--- src/rtl/snes_ctrlr_reader_pkg.sv ---
// Shared types and constants for the dual SNES pad reader: FSM states, CPU
// address map, button bit positions and the CPU read mux.
package snes_ctrlr_reader_pkg;

    localparam int READ_W  = 12;
    localparam int ADDR_W  = 2;
    localparam int FRAME_W = 9;
    localparam int BCNT_W  = 5;

    typedef enum logic [2:0] {
        ST_IDLE   = 3'd0,
        ST_LATCH  = 3'd1,
        ST_SETTLE = 3'd2,
        ST_LO     = 3'd3,
        ST_HI     = 3'd4,
        ST_COMMIT = 3'd5
    } state_t;

    localparam logic [ADDR_W-1:0] SNES_ADDR_PAD0 = 2'd0;
    localparam logic [ADDR_W-1:0] SNES_ADDR_PAD1 = 2'd1;
    localparam logic [ADDR_W-1:0] SNES_ADDR_STAT = 2'd2;

    // Bit index of each button inside a pad snapshot (shift-in order)
    typedef enum int unsigned {
        BTN_B      = 0,
        BTN_Y      = 1,
        BTN_SELECT = 2,
        BTN_START  = 3,
        BTN_UP     = 4,
        BTN_DOWN   = 5,
        BTN_LEFT   = 6,
        BTN_RIGHT  = 7,
        BTN_A      = 8,
        BTN_X      = 9,
        BTN_L      = 10,
        BTN_R      = 11
    } btn_t;

    function automatic logic [READ_W-1:0] read_mux(
        input logic [ADDR_W-1:0]  addr,
        input logic [READ_W-1:0]  pad0,
        input logic [READ_W-1:0]  pad1,
        input logic [FRAME_W-1:0] frame
    );
        logic [READ_W-1:0] r;
        r = '0;
        case (addr)
            SNES_ADDR_PAD0: r = pad0;
            SNES_ADDR_PAD1: r = pad1;
            SNES_ADDR_STAT: r = {{(READ_W-FRAME_W){1'b0}}, frame};
            default:        r = '0;
        endcase
        return r;
    endfunction

endpackage

--- src/rtl/snes_ctrlr_reader_if.sv ---
// CPU-side read bus of the pad reader: strobe, address and registered read data.
interface snes_ctrlr_reader_if;
    import snes_ctrlr_reader_pkg::*;

    logic                read_enable;
    logic [ADDR_W-1:0]   address;
    logic [READ_W-1:0]   read_data;

    modport master (output read_enable, output address, input  read_data);
    modport slave  (input  read_enable, input  address, output read_data);

endinterface

--- src/rtl/snes_ctrlr_reader_phase_timer.sv ---
// Loadable down-counter timing each scan phase; done is high while the count is zero.
module snes_ctrlr_reader_phase_timer #(
    parameter int W = 10
) (
    input  logic         clk,
    input  logic         rst,
    input  logic         load,
    input  logic [W-1:0] load_val,
    output logic         done
);

    logic [W-1:0] count;

    always_ff @(posedge clk or negedge rst) begin
        if (!rst) begin
            count <= '0;
        end else if (load) begin
            count <= load_val;
        end else if (count != '0) begin
            count <= count - 1'b1;
        end
    end

    assign done = (count == '0);

endmodule

--- src/rtl/snes_ctrlr_reader.sv ---
// Polls two SNES pads in parallel on shared latch/clock pins and serves
// 12-bit button snapshots plus a frame counter to the CPU.
//
// state     | meaning
// ----------+----------------------------------------------------------
// ST_IDLE   | waiting for the poll tick
// ST_LATCH  | latch high for LATCH_CYC cycles
// ST_SETTLE | latch low, pulse high; bit 0 sampled on the last cycle
// ST_LO     | pad clock low for HALF_CYC cycles
// ST_HI     | pad clock high; next bit sampled on the last cycle
// ST_COMMIT | one cycle: shift regs copied to holding regs, frame_cnt++
module snes_ctrlr_reader
    import snes_ctrlr_reader_pkg::*;
#(
    parameter int POLL_CYC  = 833334,
    parameter int LATCH_CYC = 600,
    parameter int HALF_CYC  = 300,
    parameter int NUM_BITS  = 16
) (
    input  logic                clk,
    input  logic                rst,
    snes_ctrlr_reader_if.slave  bus,
    input  logic [1:0]          snes_data,
    output logic                snes_latch,
    output logic                snes_pulse
);

    localparam int MAX_DUR = (LATCH_CYC > HALF_CYC) ? LATCH_CYC : HALF_CYC;
    localparam int TW      = (MAX_DUR < 2) ? 1 : $clog2(MAX_DUR);
    localparam int PW      = $clog2(POLL_CYC);

    localparam logic [PW-1:0]     POLL_LAST = PW'(POLL_CYC - 1);
    localparam logic [TW-1:0]     LATCH_LD  = TW'(LATCH_CYC - 1);
    localparam logic [TW-1:0]     HALF_LD   = TW'(HALF_CYC - 1);
    localparam logic [BCNT_W-1:0] LAST_BIT  = BCNT_W'(NUM_BITS - 1);

    state_t              state_q, state_nx;
    logic [PW-1:0]       poll_cnt;
    logic                tick;
    logic                scan_start;
    logic                sample;
    logic                tmr_load;
    logic [TW-1:0]       tmr_val;
    logic                tmr_done;
    logic [BCNT_W-1:0]   bit_cnt;
    logic [1:0]          sync1, sync2;
    logic [READ_W-1:0]   shift0, shift1;
    logic [READ_W-1:0]   hold0, hold1;
    logic [FRAME_W-1:0]  frame_cnt;
    logic                latch_q, pulse_q;
    logic [READ_W-1:0]   read_q;

    assign tick = (poll_cnt == POLL_LAST);

    always_ff @(posedge clk or negedge rst) begin
        if (!rst) begin
            poll_cnt <= '0;
        end else if (tick) begin
            poll_cnt <= '0;
        end else begin
            poll_cnt <= poll_cnt + 1'b1;
        end
    end

    snes_ctrlr_reader_phase_timer #(.W(TW)) u_phase_timer (
        .clk      (clk),
        .rst      (rst),
        .load     (tmr_load),
        .load_val (tmr_val),
        .done     (tmr_done)
    );

    always_ff @(posedge clk or negedge rst) begin
        if (!rst) begin
            state_q <= ST_IDLE;
        end else begin
            state_q <= state_nx;
        end
    end

    always_comb begin
        state_nx   = state_q;
        tmr_load   = 1'b0;
        tmr_val    = '0;
        sample     = 1'b0;
        scan_start = 1'b0;
        case (state_q)
            ST_IDLE: begin
                if (tick) begin
                    scan_start = 1'b1;
                    tmr_load   = 1'b1;
                    tmr_val    = LATCH_LD;
                    state_nx   = ST_LATCH;
                end
            end
            ST_LATCH: begin
                if (tmr_done) begin
                    tmr_load = 1'b1;
                    tmr_val  = HALF_LD;
                    state_nx = ST_SETTLE;
                end
            end
            ST_SETTLE: begin
                if (tmr_done) begin
                    sample   = 1'b1;
                    tmr_load = 1'b1;
                    tmr_val  = HALF_LD;
                    state_nx = ST_LO;
                end
            end
            ST_LO: begin
                if (tmr_done) begin
                    tmr_load = 1'b1;
                    tmr_val  = HALF_LD;
                    state_nx = ST_HI;
                end
            end
            ST_HI: begin
                if (tmr_done) begin
                    sample = 1'b1;
                    if (bit_cnt < LAST_BIT) begin
                        tmr_load = 1'b1;
                        tmr_val  = HALF_LD;
                        state_nx = ST_LO;
                    end else begin
                        state_nx = ST_COMMIT;
                    end
                end
            end
            ST_COMMIT: state_nx = ST_IDLE;
            default:   state_nx = ST_IDLE;
        endcase
    end

    // Pads idle high, so the synchronizer resets to the released level
    always_ff @(posedge clk or negedge rst) begin
        if (!rst) begin
            sync1 <= 2'b11;
            sync2 <= 2'b11;
        end else begin
            sync1 <= snes_data;
            sync2 <= sync1;
        end
    end

    always_ff @(posedge clk or negedge rst) begin
        if (!rst) begin
            bit_cnt <= '0;
            shift0  <= '0;
            shift1  <= '0;
        end else if (scan_start) begin
            bit_cnt <= '0;
            shift0  <= '0;
            shift1  <= '0;
        end else if (sample) begin
            bit_cnt <= bit_cnt + 1'b1;
            for (int k = 0; k < READ_W; k++) begin
                if (bit_cnt == BCNT_W'(k)) begin
                    shift0[k] <= ~sync2[0];
                    shift1[k] <= ~sync2[1];
                end
            end
        end
    end

    // Both pads commit on the same edge so a read never sees a mixed snapshot
    always_ff @(posedge clk or negedge rst) begin
        if (!rst) begin
            hold0     <= '0;
            hold1     <= '0;
            frame_cnt <= '0;
        end else if (state_q == ST_COMMIT) begin
            hold0     <= shift0;
            hold1     <= shift1;
            frame_cnt <= frame_cnt + 1'b1;
        end
    end

    always_ff @(posedge clk or negedge rst) begin
        if (!rst) begin
            latch_q <= 1'b0;
            pulse_q <= 1'b1;
            read_q  <= '0;
        end else begin
            latch_q <= (state_nx == ST_LATCH);
            pulse_q <= (state_nx != ST_LO);
            if (bus.read_enable) begin
                read_q <= read_mux(bus.address, hold0, hold1, frame_cnt);
            end else begin
                read_q <= '0;
            end
        end
    end

    assign snes_latch    = latch_q;
    assign snes_pulse    = pulse_q;
    assign bus.read_data = read_q;

endmodule

--- src/flat_wrapper.sv ---
// flat-port wrapper written by rule: the top's interface ports become plain ports
module snes_ctrlr_reader_flat import snes_ctrlr_reader_pkg::*;
#(
    parameter int POLL_CYC  = 833334,
    parameter int LATCH_CYC = 600,
    parameter int HALF_CYC  = 300,
    parameter int NUM_BITS  = 16
)
  (clk, rst, snes_data, snes_latch, snes_pulse, bus_read_enable, bus_address, bus_read_data);
  snes_ctrlr_reader_if bus_i ();
  input  logic clk;
  input  logic rst;
  input  logic [1:0] snes_data;
  output logic snes_latch;
  output logic snes_pulse;
  input wire logic [$bits(bus_i.read_enable)-1:0] bus_read_enable;
  input wire logic [$bits(bus_i.address)-1:0] bus_address;
  output wire logic [$bits(bus_i.read_data)-1:0] bus_read_data;
  assign bus_i.read_enable = bus_read_enable;
  assign bus_i.address = bus_address;
  assign bus_read_data = bus_i.read_data;
  snes_ctrlr_reader #(.POLL_CYC(POLL_CYC), .LATCH_CYC(LATCH_CYC), .HALF_CYC(HALF_CYC), .NUM_BITS(NUM_BITS)) u_core (.clk(clk), .rst(rst), .bus(bus_i), .snes_data(snes_data), .snes_latch(snes_latch), .snes_pulse(snes_pulse));
endmodule
--- config.mk ---
export PLATFORM = sky130hd
export DESIGN_NAME = snes_ctrlr_reader_flat
export DESIGN_NICKNAME = d
export VERILOG_FILES = /design/src/rtl/snes_ctrlr_reader_pkg.sv /design/src/rtl/snes_ctrlr_reader_if.sv /design/src/rtl/snes_ctrlr_reader_phase_timer.sv /design/src/rtl/snes_ctrlr_reader.sv /design/src/flat_wrapper.sv
export SDC_FILE = /design/constraint.sdc
export NUM_CORES = 1
export LEC_CHECK = 0
export ABC_AREA = 1
export CORE_MARGIN = 2
export CORE_UTILIZATION = 40
export DETAILED_ROUTE_END_ITERATION = 8
export PLACE_DENSITY = 0.59
export SLEW_MARGIN = 40
export SYNTH_ARGS = -nofsm -noshare
export SYNTH_HDL_FRONTEND = slang
export SYNTH_HIERARCHICAL = 1
export SYNTH_SLANG_ARGS = --single-unit
--- constraint.sdc ---
create_clock -name clk -period 4.48 [get_ports clk]
set_input_delay 0.896 -clock clk [delete_from_list [all_inputs] [get_ports clk]]
set_output_delay 0.896 -clock clk [all_outputs]
set_load 0.02 [all_outputs]
==> out/results.txt <==
Hold Path Origin - u_core/sync1[0]
Endpoint, Worst Hold - u_core/sync2[0]
FF-to-FF End - u_core/u_phase_timer/count[9]
Critical path class - reg -> reg
Number of H-tree levels - 4
Routed Antenna Nets - 0
Clock group share of total power - 0.573
Die height - 123.3 um
Post-cts sizing count - 0
Post-synthesis cell type count - 41
TritonCTS clock tree - done
Worst-Skew Late Latency - 420 ps
Most common cell on crit path - inv_1
Area delta synth->final - 16.45%
Post-Synth Adder-Cell Area - 0.01759
Peak supply drop - 0.3140 mV
DP Wirelength - 7.830 mm
Xor and xnor area share after synthesis - 0.02617
Layout cells sized above 1 - 0.1028
Die X-Extent - 123.3 um
First-pass GRT wire length - 20.24 mm
Pwr Density - 376.4 mW/mm2
I/O Pins - 21
Clock-pin slew on the worst setup and hold paths - 50 ps
Sequential Power Share - 0.411
Worst EP required - 4780 ps
Nets@finish - 751
Initial antenna violation count - 0
CP Launch Type - register
Largest net degree at the start of global routing - 78
# Post-CTS Setup Buffers - 0
Hold Worst Slack - 352.9 ps
Slew HR - 0.4852
R2r setup slk - 1620 ps
Main combinational cell family by area after synthesis - simple AND/OR/NAND/NOR gates
Initial DRC Count - 350
Max clock buf depth - 2
Synthesized area per cell - 7.968 um2
Min-Delay Path Depth - 0
Syn_nets - 729
Number of synthesized register bits - 113
Vias per cell - 4.820
CTS Hold Bufs - 0
RD Place Congestion - 0.8528
Proportion of synthesized area in mux cells - 0
Gate power share - 0.015
Minimum clock period - 2863 ps
ANT cells - 0
Fin worst setup slack - 1617 ps
Most frequent cells in the layout - nand2_1 (231), dfrtp_1 (108), nand3_1 (81), inv_1 (75), nor2_1 (72)
YS warnings - 6
DRC errors left - 0
Routed vias - 4478
Tcrit/Tclk final - 0.6391
WP data arrival - 3170 ps
IO Port Bufs - 20
Vias in the first global route - 4453
Synth Area in Compound Gates - 0.03651
Element type at the critical path end - register
Mapped Area - 0.005689 mm2
CP max stage cell - o211ai_1
Sw Share - 0.1967
Worst Hold Class - reg -> reg
# clock sinks - 113
DRT Pass-1 Iters - 5
# setup viols final - 0
Reg2Reg Launch Point - u_core/u_phase_timer/count[0]
TNS Setup - 0 ps
Average wire per standard cell - 12.62 um
Starting density of the core - 0.4099
Core box area - 0.01388 mm2
RSZ-0062 raised after global routing - false
Crit-path max cell delay - 650 ps
Root Buffer - clkbuf_16
Die area - 0.01519 mm2
Register area share after synthesis - 0.4981
Clk_skew - 14.97 ps
Cells after Synth - 714
Outcome - completed
Post-Synth Simple-Gate Area - 0.3407
Drt total wl - 11.73 mm
Static Leak - 3.400 nW
Num CTS Buffers - 17
Most common cell after layout, fill and taps aside - nand2_1
Cell Rows - 43
Worst slew pin tran - 768.8 ps
Remaining Overflow, GRT - 0
Place WS - 1619 ps
Cell Int Power - 0.002003 W
CP cell instances - inv_1 > ha_1 > nand2_2 > nor2_8 > nand3_2 > inv_1 > inv_1 > o211ai_1 > inv_2 > or2_2 > nand2_1 > nor2_2
Final Max Tran Viols - 0
Max frequency - 349.3 MHz
GRT Util Overall - 0.1706
R2r worst-path depth - 12
Max cap viols - 0
Total net switching power - 0.0004906 W
Max Fanout on Critical Path - 12
Fin. Hold Viols - 0
-- power by group through the flow --
stage                 logic, W  registers, W  clock network [W]
finish               0.0000386       0.00103            0.00143
CTS                  0.0000403       0.00103            0.00147
global placement     0.0000390       0.00104                  0
floorplan           0.00000960       0.00104                  0
detailed placement   0.0000404       0.00104                  0
global route         0.0000449       0.00102            0.00151
-- worst max-delay path: cells and delay by family, from the launching register on --
family / cells / cell delay, ps
and+or+nand+nor: 6 / 840
buffers and inverters: 4 / 690
DFF: 1 / 370
AOI/OAI and AO/OA: 1 / 650
adders and majority gates: 1 / 210
-- layer usage --
layer  track usage  vias to the layer above  wire length [um]
met2        0.2782                       71              5606
met5             0                        -                 0
met3       0.04843                       13               420
met1        0.2161                     2113              5562
li1              -                     2281                 -
met4       0.06179                        0               136
-- sequential cells by signal (all words and copies together), names as in the netlist, 2 cells and up --
register                    flops
u_core/frame_cnt                9
u_core/state_q                  3
u_core/shift0                  12
u_core/hold0                   12
u_core/u_phase_timer/count     10
u_core/bus.read_data           12
u_core/sync1                    2
u_core/poll_cnt                20
u_core/sync2                    2
u_core/hold1                   12
u_core/bit_cnt                  5
u_core/shift1                  12
-- cell type report --
type / count / area, um2
Clock inverter: 10 / 156.4
Sequential cell: 113 / 2834
Multi-Input combinational cell: 499 / 2404
Fill cell: 1337 / 7256
Clock buffer: 22 / 474.2
Tap cell: 180 / 225.2
Timing Repair Buffer: 23 / 224.0
Inverter: 82 / 307.8
-- how the worst max path moves through the flow --
stage | to | slack (ps) | startpoint
floorplan | u_core/u_phase_timer/count[9] | 2140 | u_core/u_phase_timer/count[0]
global placement | u_core/u_phase_timer/count[9] | 1720 | u_core/poll_cnt[1]
detailed placement | u_core/u_phase_timer/count[9] | 1620 | u_core/u_phase_timer/count[0]
CTS | u_core/u_phase_timer/count[9] | 1600 | u_core/poll_cnt[1]
global route | u_core/u_phase_timer/count[9] | 1330 | u_core/u_phase_timer/count[0]
finish | u_core/u_phase_timer/count[9] | 1620 | u_core/u_phase_timer/count[0]
-- cell families after synthesis --
| family | after synthesis |
|---|---|
| adders and majority gates | 8 |
| xor gates and xnor gates | 17 |
| buffers and inverters | 102 |
| AOI/OAI and AO/OA | 39 |
| DFF | 113 |
| other | 1 |
| and+or+nand+nor | 434 |
-- cells in the mapped netlist, drive strengths merged --
library cell  instances  area [um2]
nand2               239       922.1
dfrtp               108        2703
nand3                86       470.4
nor2                 85       380.4
inv                  81       304.0
o21ai                25       128.9
buf                  15       126.4
xor2                 12       105.1
a21oi                10       50.05
nor3                 10       60.06
nand4                 9       71.32
ha                    8       100.1
clkbuf                5       22.52
dfstp                 5       131.4
xnor2                 5       43.79
o21bai                2       15.01
or2                   2       12.51
a31oi                 1       6.260
and3                  1       6.260
clkinv                1       3.750
conb                  1       3.750
nand3b                1       7.510
nor3b                 1       7.510
o211ai                1       7.510
-- through the flow --
stage / total power, W / utilization / std cells / cell area [um2]
after floorplan: 0.001053 / - / 714 / 5689
after global placement: 0.001082 / 0.4312 / 897 / 5986
after detailed placement: 0.001083 / 0.4315 / 897 / 5989
after CTS: 0.002532 / 0.4769 / 929 / 6620
after global routing: 0.002582 / 0.4773 / 929 / 6625
final: 0.002493 / 0.4773 / 929 / 6625
No activity file was read; power rests on OpenSTA's default activity.
==> variant, RTL diff (config.mk and constraints unchanged) <==
Register the output `snes_latch` once more, cleared by the reset; this adds one clock of latency there. The other outputs are not delayed to match.
--- a/src/rtl/snes_ctrlr_reader.sv
+++ b/src/rtl/snes_ctrlr_reader.sv
@@ -193,5 +193,11 @@
     end
 
-    assign snes_latch    = latch_q;
+    always_ff @(posedge clk or negedge rst) begin
+        if (!rst) begin
+            snes_latch <= '0;
+        end else begin
+            snes_latch <= latch_q;
+        end
+    end
     assign snes_pulse    = pulse_q;
     assign bus.read_data = read_q;
Function: same outputs for any inputs over 10 cycles, from zero or initial values and one cycle with rst low; that may be too few to reach the edited logic, so the function may still have changed.
==> variant against the unedited design <==
Clock power shrank 16%; fmax grew 3.1%; total power shrank 8.6%; design area shrank 0.36%; final cell count is the same; sequential share of layout area grew 0.53 points; first-iteration DRC count shrank 42%; sequential cell count grew 1; worst hold slack is essentially flat; wire length shrank 4.5%; area after synthesis grew 1.5%; setup slack gained 85 ps; critical path type unchanged; largest power group unchanged.
==> variant: results (changes against the unedited design) <==
* Clock power frac at 52.9% (was 57.3%)
* Crit path max-delay family: simple AND/OR/NAND/NOR gates (unchanged)
* Largest stage delay on the critical path at 620 ps (was 650 ps)
* Slowest-stage cell, CP: o211ai_1 (unchanged)
* Top post-synthesis cells by count: nand2_1 (227), dfrtp_1 (109), nand3_1 (79) (was nand2_1 (231), dfrtp_1 (108), nand3_1 (81))
* Post-CTS Setup Bufs at 0 (unchanged)
* VDD IR-drop max at 0.285 mV (was 0.314 mV)
* Hpwl dp at 7.79 mm (was 7.83 mm)
* CTS max path bufs at 2 (unchanged)
* GPL Wtd Cong at 0.872 (was 0.853)
* CTS resizes at 0 (unchanged)
* Max reg flops at 20 (unchanged)
* TritonCTS buffer count at 17 (unchanged)
* Post-route setup slack at 1700 ps (was 1620 ps)
* Placed Cells at 897 (unchanged)
* Sw Share at 21.2% (was 19.7%)
* Sink of the worst hold path: u_core/snes_latch (was u_core/sync2[0])
* Worst Skew at 8.43 ps (was 15.0 ps)
* Share of cells above drive strength 1 at 11.3% (was 10.3%)
* Vias in the first global route at 4206 (was 4453)
* Pleak at 3.42 nW (was 3.40 nW)
* Distinct cells, synth at 41 (unchanged)
* H-Tree Level Count at 4 (unchanged)
* Drt wl/cell at 12.1 um (was 12.6 um)
* Hold path depth at 0 (unchanged)
* Int Pwr at 1.80 mW (was 2.00 mW)
* Min-Delay Path Class: reg2reg (unchanged)
* Drt first pass iters at 4 (was 5)
* Routed WL at 11.2 mm (was 11.7 mm)
* Capture point of the critical path: u_core/u_phase_timer/count[9] (unchanged)
* Top reg by flops: u_core/poll_cnt (unchanged)
* Hold_ws at 353 ps (about the same)
* Reg clk slew, reported paths at 50 ps (about the same)
* Worst-Skew Late Latency at just over 400 ps
* Worst Path Max Fanout at 12 (unchanged)
* First-pass GRT wire length at 19.3 mm (was 20.2 mm)
* Fin nets at 751 (unchanged)
* Number of flops mapped to enable cells by yosys at 0 (unchanged)
* Placed cell areas at 6060 um2 (was 5990 um2)
* Via count at 4343 (was 4478)
* R2r setup slk at 1700 ps (was 1620 ps)
* Post-Syn Nets at 729 (unchanged)
* Synth Instances at 714 (unchanged)
* Synth warnings at 6 (unchanged)
* R2R depth at 12 (unchanged)
* Status: finished, final reports clean (unchanged)
* Drt initial violations at 204 (was 350)
* Pin count of the biggest net entering global routing at 63 (was 78)
* Hold Startpoint: u_core/latch_q (was u_core/sync1[0])
* Largest cells by area after synthesis: dfrtp_1 (47%), nand2_1 (15%), nand3_1 (6.8%) (was dfrtp_1 (48%), nand2_1 (15%), nand3_1 (7.1%))
* Sequential share of power at 45.4% (was 41.1%)
* GRT Util Overall at 16.2% (was 17.1%)
* Number of antenna violations at the first check in global routing at 0 (unchanged)
* Relative slew margins at 48.0% (was 48.5%)
* CP arrival at 3080 ps (was 3170 ps)
* Register area share after synthesis at 49.5% (was 49.8%)
==> variant: cell count changes after synthesis, sizes merged <==
| cell | unedited run | this run |
|---|---|---|
| a31oi | 1 | 2 |
| nand2 | 239 | 237 |
| nand3 | 86 | 84 |
| dfrtp | 108 | 109 |
| nor3 | 10 | 4 |
| nor2 | 85 | 96 |
| o21bai | 2 | 1 |
| o211a | 0 | 1 |
| nand4 | 9 | 10 |
| a21oi | 10 | 7 |
| xor2 | 12 | 16 |
| o21ai | 25 | 20 |
==> variant: final cells by class <==
class / count / area, um2
well taps: 180 / 225
repair buffers: 23 / 224
clock buffers: 21 / 440
clock inverters: 11 / 90.1
multi-input cells: 498 / 2450
inverters: 82 / 308
flip-flops and latches: 114 / 2860
fillers: 1379 / 7390
==> variant: metal layers <==
layer | GRT usage [%] | wire length, um | share of wire, % | vias to the layer above
met5 | 0 | 0 | 0 | -
met2 | 25.8 | 5250 | 47 | 48
met4 | 7.37 | 91 | 0.81 | 0
met3 | 4.12 | 358 | 3.2 | 7
li1 | - | - | - | 2276
met1 | 20.7 | 5500 | 49 | 2012
==> variant: worst register-to-register path, delay by kind of cell (launching register included) <==
kind	cells	cell delay, ps
AO/OA/AOI/OAI	1	620
adder cells (fa/ha/maj)	1	210
flip-flops	1	370
buffers and inverters	4	640
AND/OR/NAND/NOR	6	830
==> variant: logic make-up (layout without fill, tap and decap cells) <==
| group | Yosys count | count (layout) | synth area share (%) |
|---|---|---|---|
| other cells | 1 | 1 | 0.0650 |
| flops | 114 | 114 | 49.5 |
| buf+inv | 102 | 137 | 8.04 |
| compound gates | 32 | 32 | 3.06 |
| xor+xnor | 21 | 21 | 3.19 |
| fa+ha+maj | 8 | 8 | 1.73 |
| simple gates | 436 | 436 | 34.4 |
